[src/rtl/pipe_stage_buf.sv]
// Inter-stage pipeline register with valid/ready handshake and 2-entry skid.
// Squash (flush or bad beat) clears side-effect controls; payload passes through.
module pipe_stage_buf #(
  parameter int DATA_W = 64,
  parameter int CTRL_W = 16,
  parameter int CNT_W  = 8
) (
  input  logic              clk,
  input  logic              rst,
  input  logic              in_valid,
  output logic              in_ready,
  input  logic [DATA_W-1:0] in_data,
  input  logic [CTRL_W-1:0] in_ctrl,
  input  logic              in_bad,
  input  logic              flush,
  output logic              out_valid,
  input  logic              out_ready,
  output logic [DATA_W-1:0] out_data,
  output logic [CTRL_W-1:0] out_ctrl,
  output logic              out_bad,
  output logic [1:0]        occupancy,
  output logic [CNT_W-1:0]  squash_cnt
);

  typedef enum logic [1:0] {
    EMPTY = 2'd0,
    ONE   = 2'd1,
    TWO   = 2'd2
  } state_t;

  state_t state;
  state_t state_nx;

  logic [DATA_W-1:0] s_data;
  logic [CTRL_W-1:0] s_ctrl;
  logic              s_bad;

  logic              push;
  logic              pop;
  logic [CTRL_W-1:0] in_ctrl_m;
  logic [1:0]        held_left;
  logic [1:0]        drop_in;
  logic [2:0]        squash_inc;
  logic [CNT_W:0]    cnt_sum;
  logic [CNT_W-1:0]  cnt_nx;

  assign push      = in_valid & in_ready & ~flush;
  assign pop       = out_valid & out_ready;
  assign in_ctrl_m = in_bad ? '0 : in_ctrl;

  // Beats lost on a flush: held entries not leaving, plus an accepted input.
  always_comb begin
    held_left  = occupancy - {1'b0, pop};
    drop_in    = {1'b0, in_valid & in_ready};
    squash_inc = {1'b0, held_left} + {1'b0, drop_in};
    cnt_sum    = {1'b0, squash_cnt} + (CNT_W+1)'(squash_inc);
    cnt_nx     = squash_cnt;
    if (flush) begin
      cnt_nx = cnt_sum[CNT_W] ? '1 : cnt_sum[CNT_W-1:0];
    end
  end

  // Occupancy transitions; flush forces EMPTY regardless of push/pop.
  always_comb begin
    state_nx = state;
    unique case (state)
      EMPTY: if (push) state_nx = ONE;
      ONE: begin
        if (push && !pop)      state_nx = TWO;
        else if (!push && pop) state_nx = EMPTY;
      end
      TWO:     if (pop) state_nx = ONE;
      default: state_nx = EMPTY;
    endcase
    if (flush) state_nx = EMPTY;
  end

  // State, registered handshake outputs and head/skid storage.
  always_ff @(posedge clk or negedge rst) begin
    if (!rst) begin
      state      <= EMPTY;
      out_valid  <= 1'b0;
      in_ready   <= 1'b1;
      occupancy  <= 2'd0;
      squash_cnt <= '0;
      out_data   <= '0;
      out_ctrl   <= '0;
      out_bad    <= 1'b0;
      s_data     <= '0;
      s_ctrl     <= '0;
      s_bad      <= 1'b0;
    end else begin
      state      <= state_nx;
      out_valid  <= (state_nx != EMPTY);
      in_ready   <= (state_nx != TWO);
      occupancy  <= state_nx;
      squash_cnt <= cnt_nx;
      if (!flush) begin
        unique case (state)
          EMPTY: begin
            if (push) begin
              out_data <= in_data;
              out_ctrl <= in_ctrl_m;
              out_bad  <= in_bad;
            end
          end
          ONE: begin
            if (push && pop) begin
              out_data <= in_data;
              out_ctrl <= in_ctrl_m;
              out_bad  <= in_bad;
            end else if (push) begin
              s_data <= in_data;
              s_ctrl <= in_ctrl_m;
              s_bad  <= in_bad;
            end
          end
          TWO: begin
            if (pop) begin
              out_data <= s_data;
              out_ctrl <= s_ctrl;
              out_bad  <= s_bad;
            end
          end
          default: ;
        endcase
      end
    end
  end

endmodule

[config.mk]
export PLATFORM = sky130hd
export DESIGN_NAME = pipe_stage_buf
export DESIGN_NICKNAME = d
export VERILOG_FILES = /design/src/rtl/pipe_stage_buf.sv
export SDC_FILE = /design/constraint.sdc
export NUM_CORES = 1
export LEC_CHECK = 0
export ABC_AREA = 1
export BUFFER_PORTS_ARGS = -buffer_cell sky130_fd_sc_hd__buf_2
export CORE_MARGIN = 10
export CORE_UTILIZATION = 59
export DETAILED_ROUTE_END_ITERATION = 6
export PLACE_DENSITY_LB_ADDON = 0.08
export SYNTH_ARGS = -nofsm -noshare
export SYNTH_HDL_FRONTEND = slang
export SYNTH_SLANG_ARGS = --single-unit
[constraint.sdc]
create_clock -name clk -period 6.29 [get_ports clk]
set_clock_uncertainty 0.05 [all_clocks]
set_input_delay 0.3145 -clock clk [delete_from_list [all_inputs] [get_ports clk]]
set_output_delay 0.3145 -clock clk [all_outputs]
set_load 0.02 [all_outputs]
==> Word-level counts from Yosys, hierarchy flattened <==
Cells that the tools add are included.
{ "totals": {"output_inout_bits": 93, "regBits": 174} }
{ "op_classes": {"reduce_logical": 10, "eq_ne": 6, "mux": 20, "addsub": 3, "bitwise": 5} }
{ "op_table": {"columns": ["operator", "n"], "rows": [
  ["2-to-1 mux 64 bit", 3],
  ["one-hot mux 64 bit (3 select lines)", 1],
  ["2-to-1 mux 16 bit", 4],
  ["one-hot mux 16 bit (3 select lines)", 1],
  ["2-to-1 mux 2 bit", 5],
  ["adder 8 x 3 -> 9 bit", 1],
  ["2-to-1 mux 8 bit", 1],
  ["inequality test 2 bit (second input constant)", 4],
  ["one-hot mux 2 bit (3 select lines)", 1],
  ["AND reduction 5 bit", 1],
  ["AND reduction 4 bit", 1],
  ["adder 2 x 1 -> 3 bit", 1],
  ["AND 1 bit", 3],
  ["logical AND 1 bit", 3],
  ["2-to-1 mux 1 bit", 3],
  ["one-hot mux 1 bit (3 select lines)", 1],
  ["nonzero test 3 bit", 1],
  ["== test 2 x 1 -> 1 bit (second input constant)", 1],
  ["== test 2 bit (second input constant)", 1],
  ["zero test 1 bit", 2],
  ["zero test 2 bit", 1],
  ["inverter 1 bit", 2],
  ["nonzero test 2 bit", 1],
  ["subtractor 2 x 1 -> 2 bit", 1]
]} }

==> Depth between registers and ports, before layout <==
Gate-level depths: netlist of run 1.
{ "depth": {"depth_word": 9, "depth_mapped": 13, "depth_no_buf": 12} }

==> Worst setup path after synthesis of run 1 <==
Ideal clock, no wire load.
{ "synth_timing": {"kind": "register to register", "startpoint": "reg out_valid", "endpoint": "reg squash_cnt[0]", "setup_time_ps": 131, "setup_slack_ps": 4002, "arrival_ps": 2107, "period_less_slack_ps": 2288, "path_stages_with_launch": 9, "path_cell_list": "dfrtp_1 > nand2_1 > ha_1 > fa_1 > fa_1 > nand3_1 > nor2_1 > nand3_1 > o21ai_0"} }
{ "synth_via": {"elab_chain_cells": 5} }
{ "synth_rtl": {"columns": ["element", "line", "source"], "rows": [
  ["start: declaration", "16", "output logic out_valid,"],
  ["start signal: assignment", "94", "out_valid <= (state_nx != EMPTY);"],
  ["AND 1 bit", "48", "assign pop = out_valid & out_ready;"],
  ["subtractor 2 x 1 -> 2 bit", "53", "held_left = occupancy - {1'b0, pop};"],
  ["adder 2 x 1 -> 3 bit", "55", "squash_inc = {1'b0, held_left} + {1'b0, drop_in};"],
  ["adder 8 x 3 -> 9 bit", "56", "cnt_sum = {1'b0, squash_cnt} + (CNT_W+1)'(squash_inc);"],
  ["2-to-1 mux 8 bit", "59", "cnt_nx = cnt_sum[CNT_W] ? '1 : cnt_sum[CNT_W-1:0];"],
  ["end signal: assignment", "97", "squash_cnt <= cnt_nx;"],
  ["end: declaration", "22", "output logic [CNT_W-1:0] squash_cnt"]
]} }
No other way between the ends.
A chain may end at the register's enable or synchronous reset.

==> Final worst setup path of run 1 <==
{ "layout_timing": {"startpoint": "reg in_ready", "endpoint": "reg s_data[48]"} }
{ "layout_via": {"elab_chain_cells": 5} }
{ "layout_rtl": {"columns": ["element", "line", "source"], "rows": [
  ["start: declaration", "11", "output logic in_ready,"],
  ["start signal: assignment", "95", "in_ready <= (state_nx != TWO);"],
  ["AND 1 bit * (2 in series)", "47", "assign push = in_valid & in_ready & ~flush;"],
  ["logical AND 1 bit", "108", "if (push && pop) begin"],
  ["inverter 1 bit (no source line)", null, null],
  ["AND reduction 4 bit (no source line) *", null, null],
  ["end signal: assignment", "113", "s_data <= in_data;"],
  ["end: declaration", "34", "logic [DATA_W-1:0] s_data;"]
]} }
Mark *: on every way between the ends. The rest lies on a longest branch, timed or not.

==> results_dict.tcl, run 1 <==
set metrics [dict create \
    rr_startpoint "in_ready" \
    rsz0062_at_grt "false" \
    cts_resized 0 \
    worst_ep_required_time_ns 6.50 \
    grt_start_max_net_pins 112 \
    cap_viol_max_count 0 \
    synth-edff-count 0 \
    synth_top_flop_cell "sky130_fd_sc_hd__dfrtp_1" \
    insertion_delay_ns 0.42 \
    fmax_mhz 355 \
    core-area_sq_um 13300 \
    timing_worst_setup_path_type "reg2reg" \
    via_per_inst 5.17 \
    outcome "finished with violations" \
    layout_area_overhead_pct 16.9 \
    yosys_register_bits 174 \
    grt_pass1_wl_mm 32.6 \
    tritoncts_clock_tree "done" \
    cts.root.buffer_cell "sky130_fd_sc_hd__clkbuf_16" \
    htree_num_levels 4 \
    floorplan.die.height_microns 137 \
    clockBufferDepth 2 \
    grt_antenna_before_repair 0 \
    min_period_ns 2.81 \
    critical_path_arrival_ns 3.02 \
    finalWeightedCongestion 0.839 \
    slew_violations 0 \
    drive_above_1_share_pct 19.8 \
    clock_slew_at_the_register_clock_pins_of_the_worst_setup_and_hold_paths_ns 0.06 \
    timing.hold.worst.class "in2async" \
    postSynth.asyncResetShare_pct 100 \
    reg2reg_depth 6 \
    grt.total_usage_pct 21.5 \
    endpoint_kind "register" \
    synthDominantCellAreaShare_pct 53.6 \
    portBuffers 178 \
    cts_hold_buffers 0 \
    drtPass1Iterations 5 \
    cp-start-kind "register" \
    power_leakage_nw 5.22 \
    final.fill_count 1119 \
    die_footprint_sq_um 18800 \
    design.final.nets 1226 \
    synthesized_nets 1089 \
    dr.first_iter.drc_count 659 \
    seq_area_frac_synth_pct 54.0 \
    synth.lib_cells_used.distinct 26 \
    synth_top_cells_by_area "sky130_fd_sc_hd__dfrtp_1 (54%), sky130_fd_sc_hd__nand2_1 (15%), sky130_fd_sc_hd__o21ai_0 (8.7%)" \
    post_drt_wl_per_cell_microns 14.9 \
    post-route-period-util_pct 44.7 \
    design_power_total_mw 3.64 \
    io-pin-count 179 \
    violations "negative hold slack" \
    clkSinkCount 174 \
    remaining_drc_errors 0 \
    die-width_microns 137 \
    diodes_inserted 0 \
    reg2reg_to "s_data[48]" \
    setup_total_negative_slack_ns 0 \
    syn-instance-count 999 \
    post-route-worst-setup-slack_ns 3.48 \
    dpl.hpwl_mm 12.5 \
    grt_overflow 0 \
    path_max_fanout 89 \
    synthesis.area_sq_um 8070 \
    count_of_warnings_emitted_by_yosys 0 \
    post-place-ws_ns 3.49 \
    number_of_nets_with_antenna_violations_after_detailed_routing 0 \
    number_of_global_route_vias_before_repair 6604 \
    synth_common_cells "sky130_fd_sc_hd__nand2_1 (330), sky130_fd_sc_hd__dfrtp_1 (173), sky130_fd_sc_hd__o21ai_0 (141)" \
    vias 6853 \
    hold_ws_ns -0.0301 \
    worst_slew_pin_slew_ns 1.18 \
    placementRows 42 \
    total_cts_buffers 17 \
    timing.slew.headroom_pct 21.0 \
    setup.reg_to_reg.worst_slack_ns 3.48 \
    totalWireLength_mm 19.8 \
    syn-mean-instance-area_sq_um 8.08 \
    synth.most_common_cell "sky130_fd_sc_hd__nand2_1" \
    power.density_nw_per_um2 386 \
    finalSetupViolCount 0 \
    timing.final.hold_violations 29 \
    start_util_pct 60.5 \
    post-cts-setup-buffers 0 \
    post-synth-top-area-cell "sky130_fd_sc_hd__dfrtp_1" \
    ir_worst_vdd_mv 0.263 \
]
## registers in the layout (all words and copies together), names as in the netlist
| register | flops |
|---|---|
| out_bad | 1 |
| out_ctrl | 16 |
| out_valid | 1 |
| state | 2 |
| in_ready | 1 |
| squash_cnt | 8 |
| out_data | 64 |
| s_bad | 1 |
| s_data | 64 |
| s_ctrl | 16 |
## worst max-delay path: stages, from the launching register on
cell and delay, ns:
sky130_fd_sc_hd__dfstp_2 0.54, sky130_fd_sc_hd__nand2_1 0.07, sky130_fd_sc_hd__inv_2 0.10, sky130_fd_sc_hd__nand4_4 0.40, sky130_fd_sc_hd__clkinv_2 0.53, sky130_fd_sc_hd__buf_4 0.71
sky130_fd_sc_hd__o21ai_0 0.20
## final cells by class
cell class	count	area (sq um)	area share, %
multi-input cells	653	2930	31.1
flip-flops and latches	174	4360	46.2
clock buffers	27	543	5.76
inverters	109	410	4.35
well taps	176	220	2.33
repair buffers	181	920	9.75
clock inverters	5	50.0	0.531
## worst max path at each step
stage | startpoint | to | slack [ns] | depth (start not counted)
after floorplan | out_valid | squash_cnt[0] | 4.00 | 8
after global placement | flush | s_data[45] | 3.54 | 6
after detailed placement | out_ready | out_data[36] | 3.49 | 8
after CTS | in_ready | s_data[48] | 3.46 | 6
after global routing | in_ready | s_data[44] | 3.12 | 6
final | in_ready | s_data[48] | 3.48 | 6
## layout by cell type, fill, tap and decap left out
cell type,Yosys,layout
sky130_fd_sc_hd__a21oi_1,20,20
sky130_fd_sc_hd__buf_2,26,177
sky130_fd_sc_hd__buf_4,20,3
sky130_fd_sc_hd__buf_6,4,1
sky130_fd_sc_hd__bufinv_16,0,1
sky130_fd_sc_hd__clkbuf_1,13,2
sky130_fd_sc_hd__clkbuf_16,0,17
sky130_fd_sc_hd__clkbuf_8,0,8
sky130_fd_sc_hd__clkinv_2,0,5
sky130_fd_sc_hd__dfrtp_1,173,173
sky130_fd_sc_hd__dfstp_2,1,1
sky130_fd_sc_hd__fa_1,2,2
sky130_fd_sc_hd__ha_1,2,2
sky130_fd_sc_hd__inv_1,104,104
sky130_fd_sc_hd__inv_2,5,4
sky130_fd_sc_hd__nand2_1,330,330
sky130_fd_sc_hd__nand2_4,2,2
sky130_fd_sc_hd__nand2_8,1,1
sky130_fd_sc_hd__nand3_1,91,91
sky130_fd_sc_hd__nand3_2,1,1
sky130_fd_sc_hd__nand4_1,2,2
sky130_fd_sc_hd__nand4_4,1,1
sky130_fd_sc_hd__nor2_1,43,43
sky130_fd_sc_hd__nor2_2,1,1
sky130_fd_sc_hd__nor2_4,1,1
sky130_fd_sc_hd__nor2_8,1,1
sky130_fd_sc_hd__o21ai_0,141,141
sky130_fd_sc_hd__o21ai_1,12,12
sky130_fd_sc_hd__o21ai_4,1,1
sky130_fd_sc_hd__or2_2,1,1
## metal layers
layer | GRT usage [%] | up-vias | part of all wire, %
met4 | 6.38 | 0 | 1.2
met2 | 33.0 | 225 | 48
met5 | 0 | - | 0
li1 | - | 3417 | -
met3 | 6.89 | 18 | 7.4
met1 | 28.7 | 3193 | 44
## where the power goes
part           switching, mW  internal [mW]
clock                  0.421          0.628
combinational          0.635          0.311
sequential             0.168           1.48
total                   1.22           2.42
## logic make-up after synthesis
group / synth area share (%)
AOI/OAI and AO/OA: 10.9
adders and majority gates: 0.806
and+or+nand+nor: 24.6
buffers and inverters: 9.70
DFF: 54.0
## through the flow
step                util, %  std cells  hold WS (ns)  area [sq um]
CTS                    70.7       1325        0.0204          9430
detailed placement     66.2       1293         0.403          8840
global route           70.7       1325        0.0464          9430
finish                 70.7       1325       -0.0301          9430
floorplan                 -        999       -0.0311          8070
global placement       66.2       1293         0.399          8840
(Power assumes the default switching activity.)
==> run 2: changes to the inputs <==
--- a/config.mk
+++ b/config.mk
@@ -5,10 +5,10 @@
 export SDC_FILE = /design/constraint.sdc
 export NUM_CORES = 1
 export LEC_CHECK = 0
-export ABC_AREA = 1
+export ABC_AREA = 0
 export BUFFER_PORTS_ARGS = -buffer_cell sky130_fd_sc_hd__buf_2
 export CORE_MARGIN = 10
-export CORE_UTILIZATION = 59
+export CORE_UTILIZATION = 54
 export DETAILED_ROUTE_END_ITERATION = 6
 export PLACE_DENSITY_LB_ADDON = 0.08
 export SYNTH_ARGS = -nofsm -noshare
==> constraint.sdc (replaced) <==
create_clock -name clk -period 2.6 [get_ports clk]
set_clock_uncertainty 0.05 [all_clocks]
set_input_delay 0.13 -clock clk [delete_from_list [all_inputs] [get_ports clk]]
set_output_delay 0.13 -clock clk [all_outputs]
set_load 0.02 [all_outputs]
==> run 2 against run 1 <==
Compared with the run above:
- the flow now finishes without violations
- clock power grew to 2.7 times the previous value
- clock-buffer cell count shrank 10
- synthesized area shrank 4.2%
- register-to-register slack lost 3.3 ns
- setup slack lost 3.3 ns
- hold slack gained 0.058 ns
- sequential power grew 140%
- synthesized cell count shrank 44%
- total power grew 150%
- sequential cell count is the same
- largest power group unchanged
- highest routed layer unchanged
==> results_dict.tcl, run 2 <==
set metrics [dict create \
    layout_area_overhead_pct 33.3 \
    drive_above_1_share_pct 51.7 \
    yosys_register_bits 174 \
    fmax_mhz 412 \
    synth_top_flop_cell "sky130_fd_sc_hd__dfrtp_1" \
    placementRows 43 \
    cp_slowest_cell "sky130_fd_sc_hd__dlygate4sd3_1" \
    layout.cells.most_common_list "sky130_fd_sc_hd__mux2_2 (204), sky130_fd_sc_hd__buf_2 (177), sky130_fd_sc_hd__dfrtp_1 (173)" \
    clock_slew_at_the_register_clock_pins_of_the_worst_setup_and_hold_paths_ns 0.07 \
    power_leakage_nw 4.73 \
    totalWireLength_mm 18.3 \
    reg2reg_depth 8 \
    final.fill_count 909 \
    grt.total_usage_pct 18.7 \
    cp_top_family "adder cells" \
    clock_power_share_pct 31.0 \
    synthesis.area_sq_um 7730 \
    design.final.nets 907 \
    timing.slew.headroom_pct 55.1 \
    grt_start_max_net_pins 82 \
    timing.final.hold_violations 0 \
    reg2reg_to "squash_cnt[3]" \
    grt_overflow 0 \
    combPwrFrac_pct 25.4 \
    insertion_delay_ns 0.42 \
    min_period_ns 2.43 \
    synth.lib_cells_used.distinct 33 \
    p_seq_share_pct 43.7 \
    post-cts-setup-buffers 0 \
    synth_top_cells_by_area "sky130_fd_sc_hd__dfrtp_1 (56%), sky130_fd_sc_hd__mux2_2 (30%), sky130_fd_sc_hd__o21ai_0 (2.1%)" \
    number_of_global_route_vias_before_repair 5821 \
    routedLengthMet1_mm 7.71 \
    drtPass1Iterations 4 \
    finalSetupViolCount 0 \
    worst_slew_pin_slew_ns 0.674 \
    setup_total_negative_slack_ns 0 \
    p_sw_share_pct 30.0 \
    post_drt_wl_per_cell_microns 18.2 \
    slew_violations 0 \
    cts.root.buffer_cell "sky130_fd_sc_hd__clkbuf_16" \
    most_common_cell_after_layout_fill_and_taps_aside "sky130_fd_sc_hd__mux2_2" \
    final-instance-count-excl-fill 1010 \
    dpl.hpwl_mm 11.9 \
    postSynth.asyncResetShare_pct 100 \
    count_of_warnings_emitted_by_yosys 0 \
    clockBufferDepth 2 \
    htree_num_levels 4 \
    grt_pass1_wl_mm 30.1 \
    endpoint_kind "register" \
    worst_ep_required_time_ns 2.86 \
    die-width_microns 140 \
    tritoncts_clock_tree "done" \
    dr.first_iter.drc_count 187 \
    setup.reg_to_reg.worst_slack_ns 0.22 \
    cp-start-kind "input pin" \
    rsz0062_at_grt "false" \
    route.top_layer_used "met4" \
    diodes_inserted 0 \
    start_util_pct 55.5 \
    timing.hold.worst.class "in2reg" \
    synth.most_common_cell "sky130_fd_sc_hd__mux2_2" \
    biggest_cell_delay_along_the_critical_path_ns 0.53 \
    grt_antenna_before_repair 0 \
    power.density_nw_per_um2 880 \
    vias 5299 \
    path_max_fanout 6 \
    critical_path_arrival_ns 2.69 \
    met2_length_mm 9.32 \
    largestRegisters "out_data: 64 flops, s_data: 64 flops" \
    cts_resized 0 \
    synthesized_nets 650 \
    synth-edff-count 0 \
    remaining_drc_errors 0 \
    p_int_mw 6.35 \
    synthDominantCellAreaShare_pct 56.0 \
    clkSinkCount 174 \
    number_of_nets_with_antenna_violations_after_detailed_routing 0 \
    via_per_inst 5.25 \
    syn-instance-count 560 \
    syn-mean-instance-area_sq_um 13.8 \
    crit_cells 10 \
    core-area_sq_um 13900 \
    seq_area_sq_um 4360 \
    synth_common_cells "sky130_fd_sc_hd__mux2_2 (204), sky130_fd_sc_hd__dfrtp_1 (173), sky130_fd_sc_hd__nand2_1 (43)" \
    cp-startpoint "out_ready" \
    post-synth-top-area-cell "sky130_fd_sc_hd__dfrtp_1" \
    seq_area_frac_synth_pct 56.3 \
    ir_worst_vdd_mv 0.663 \
    io-pin-count 179 \
    cap_viol_max_count 0 \
    timing_worst_setup_path_type "in2reg" \
    floorplan.die.height_microns 140 \
    p_switching_mw 2.73 \
    rr_startpoint "out_valid" \
    outcome "finished, final reports clean" \
    cts_hold_buffers 82 \
    worstPathBufferInverterCount 2 \
    die_footprint_sq_um 19500 \
    post-route-period-util_pct 93.3 \
    finalWeightedCongestion 0.759 \
    area_taken_by_multi_input_logic_gates_sq_um 3190 \
    crit_end "squash_cnt[3]" \
    placed_cells 896 \
    hold_path_startpoint "flush" \
    total_cts_buffers 17 \
    wl_met3_mm 1.04 \
    crit_chain "dlygate4sd3_1, buf_2, nand2_1, ha_1, fa_1, fa_1, and4_1, and2_1, nand4_1, nand2_1" \
    portBuffers 178 \
]
run 2: area by class of cell:
class	instances	share of cell area, %
sequential	174	42.2
clock inverter	15	2.25
timing repair buffer	270	18.1
inverter	3	0.109
multi-input combinational	351	31.0
clock buffer	17	4.13
tap	180	2.18
run 2: worst min-delay path by stage:
stage | end | slack [ns] | cells past startpoint
after CTS | state[0] | 0.01 | 2
after floorplan | out_bad | -0.22 | 0
final | state[0] | 0.03 | 2
after global placement | s_data[33] | 0.13 | 1
after global routing | state[0] | 0.04 | 2
after detailed placement | out_data[33] | 0.14 | 1
run 2: logic make-up (layout without fill, tap and decap cells):
kind of cell | count (synthesis) | in the layout | synth area share (%)
mux | 214 | 214 | 31.1
flops | 174 | 174 | 56.3
simple gates | 81 | 81 | 5.05
compound gates | 49 | 49 | 3.69
buf+inv | 35 | 305 | 2.67
fa+ha+maj | 4 | 4 | 0.841
xor+xnor | 3 | 3 | 0.340
run 2: per-layer routing:
metal	GRT usage [%]	up-vias
met5	0	-
met4	6.09	0
met3	5.58	25
met2	31.7	148
met1	22.3	2635
li1	-	2491
run 2: power groups by stage:
stage	clock, mW	combinational (mW)	sequential [mW]
2_1_floorplan	0	0.997	4.38
3_3_place_gp	0	2.16	3.94
3_5_place_dp	0	2.23	4.00
4_1_cts	2.86	2.33	3.96
5_1_grt	2.98	2.51	4.07
6_report	2.81	2.30	3.97
run 2: through the flow:
step | setup slack (ns) | hold WS (ns) | power, mW | area (sq um) | util [%]
after floorplan | 0.0169 | -0.216 | 5.37 | 7730 | -
after global placement | 0.295 | 0.132 | 6.10 | 8830 | 63.4
after detailed placement | 0.223 | 0.139 | 6.23 | 8830 | 63.4
after CTS | 0.196 | 0.0105 | 9.15 | 10300 | 74.0
after global routing | 0.0582 | 0.0382 | 9.55 | 10300 | 74.0
final | 0.174 | 0.0280 | 9.08 | 10300 | 74.0
==> run 3: changes to the inputs <==
--- a/config.mk
+++ b/config.mk
@@ -8,7 +8,7 @@
 export ABC_AREA = 0
 export BUFFER_PORTS_ARGS = -buffer_cell sky130_fd_sc_hd__buf_2
 export CORE_MARGIN = 10
-export CORE_UTILIZATION = 54
+export CORE_UTILIZATION = 58
 export DETAILED_ROUTE_END_ITERATION = 6
 export PLACE_DENSITY_LB_ADDON = 0.08
 export SYNTH_ARGS = -nofsm -noshare
==> constraint.sdc (replaced) <==
create_clock -name clk -period 3.1 [get_ports clk]
set_clock_uncertainty 0.05 [all_clocks]
set_input_delay 0.155 -clock clk [delete_from_list [all_inputs] [get_ports clk]]
set_output_delay 0.155 -clock clk [all_outputs]
set_load 0.02 [all_outputs]
==> run 3 against run 2 <==
Compared with the run above:
- largest cell class unchanged
- core utilization is 3.5 points higher
- critical path depth is 2 lower
- sequential cell count stayed put
- via count is 1.2% higher
==> results_dict.tcl, run 3 (synthesized netlist as in run 2, its figures left out) <==
set metrics [dict create \
    outcome "finished, final reports clean" \
    timing.hold.worst.class "in2reg" \
    cp-start-kind "register" \
    worst_ep_required_time_ns 3.34 \
    remaining_drc_errors 0 \
    htree_num_levels 4 \
    fmax_mhz 368 \
    final-instance-count-excl-fill 1004 \
    timing.final.hold_violations 0 \
    post-place-ws_ns 0.407 \
    timing.slew.headroom_pct 49.6 \
    post-route-worst-setup-slack_ns 0.385 \
    portBuffers 178 \
    total_cts_buffers 17 \
    biggest_cell_delay_along_the_critical_path_ns 0.60 \
    dpl.hpwl_mm 12.1 \
    dr.first_iter.drc_count 196 \
    floorplan.die.height_microns 135 \
    rsz0062_at_grt "false" \
    ir_worst_vdd_mv 0.454 \
    totalWireLength_mm 18.6 \
    power_leakage_nw 4.68 \
    worstPathBufferInverterCount 1 \
    cts_hold_buffers 81 \
    clock_power_share_pct 28.9 \
    cts.root.buffer_cell "sky130_fd_sc_hd__clkbuf_16" \
    vias 5365 \
    drive_above_1_share_pct 51.3 \
    number_of_nets_with_antenna_violations_after_detailed_routing 0 \
    post-cts-setup-buffers 0 \
    p_seq_share_pct 45.2 \
    path_max_fanout 10 \
    grt_antenna_before_repair 1 \
    slew_violations 0 \
    finished_core_util_pct 77.5 \
    min_period_ns 2.72 \
    timing_worst_setup_path_type "reg2reg" \
    number_of_global_route_vias_before_repair 5980 \
    setup_total_negative_slack_ns 0 \
    layout_area_overhead_pct 31.6 \
    combPwrFrac_pct 26.0 \
    post-route-period-util_pct 87.6 \
    post_drt_wl_per_cell_microns 18.5 \
    tritoncts_clock_tree "done" \
    timing.critical_path.mode_cell "sky130_fd_sc_hd__fa_1" \
    die_footprint_sq_um 18400 \
    insertion_delay_ns 0.42 \
    clockBufferDepth 2 \
    grt_pass1_wl_mm 30.8 \
    hold_ws_ns 0.0200 \
    clkSinkCount 174 \
    layout.cells.most_common_list "sky130_fd_sc_hd__mux2_2 (204), sky130_fd_sc_hd__buf_2 (177), sky130_fd_sc_hd__dfrtp_1 (173)" \
    crit_chain "inv_1, ha_1, fa_1, fa_1, and4_1, and2_1, a21oi_1, a31oi_1" \
    finalWeightedCongestion 0.784 \
    most_common_cell_after_layout_fill_and_taps_aside "sky130_fd_sc_hd__mux2_2" \
    die-width_microns 135 \
    start_util_pct 58.9 \
    via_per_inst 5.34 \
    placementRows 42 \
    worst_slew_pin_slew_ns 0.756 \
    grt_start_max_net_pins 75 \
    cp_slowest_cell "sky130_fd_sc_hd__dfrtp_1" \
    cp_top_family "adder cells" \
    clock_slew_at_the_register_clock_pins_of_the_worst_setup_and_hold_paths_ns 0.06 \
    design.final.nets 905 \
    p_switching_mw 2.22 \
    power.density_nw_per_um2 728 \
    io-pin-count 179 \
    cap_viol_max_count 0 \
    drtPass1Iterations 4 \
    p_sw_share_pct 30.0 \
    p_int_mw 5.19 \
    core-area_sq_um 13100 \
    critical_path_arrival_ns 2.96 \
    finalSetupViolCount 0 \
    endpoint_kind "register" \
    cts_resized 0 \
    placed_cells 891 \
    largestRegisters "out_data: 64 flops, s_data: 64 flops" \
    grt.total_usage_pct 21.1 \
    grt_overflow 0 \
]
run 3: tightest hold or removal path, stage by stage:
cell,delay (ns)
sky130_fd_sc_hd__buf_2,0.10
sky130_fd_sc_hd__nand2b_1,0.08
sky130_fd_sc_hd__o21ai_0,0.10
run 3: power groups by stage:
stage | combinational, mW | clock (mW) | sequential [mW]
CTS | 1.95 | 2.18 | 3.34
finish | 1.92 | 2.14 | 3.35
detailed placement | 1.86 | 0 | 3.37
global route | 2.11 | 2.27 | 3.43
floorplan | 0.836 | 0 | 3.67
global placement | 1.79 | 0 | 3.32
run 3: layout make-up:
| type | instances | area [sq um] |
|---|---|---|
| clock buffer | 26 | 519 |
| sequential | 174 | 4360 |
| inverter | 3 | 11.3 |
| fill | 854 | 2960 |
| multi-input combinational | 351 | 3190 |
| timing repair buffer | 268 | 1800 |
| tap | 176 | 220 |
| antenna | 1 | 2.50 |
| clock inverter | 5 | 77.6 |
run 3: worst paths after layout:
path | from | to | slack (ns) | cells past startpoint
worst max-delay path | state[0] | squash_cnt[6] | 0.38 | 8
worst min-delay path | in_ctrl[7] | s_ctrl[7] | 0.02 | 3
worst max register to register | state[0] | squash_cnt[6] | 0.38 | 8
worst min register to register | s_ctrl[8] | s_ctrl[8] | 0.43 | 2
max in group asynchronous | rst | in_ready | 1.84 | 3
min in group asynchronous | rst | out_data[31] | 0.25 | 2
run 3: metal layers:
layer	track usage (%)	wire, microns
met1	24.0	7630
met2	36.9	9650
met3	5.82	966
met4	8.13	362
met5	0	0
run 3: stage by stage:
step	area, sq um	power, mW
global placement	8770	5.11
finish	10200	7.41
CTS	10200	7.46
floorplan	7730	4.51
global route	10200	7.81
detailed placement	8770	5.23
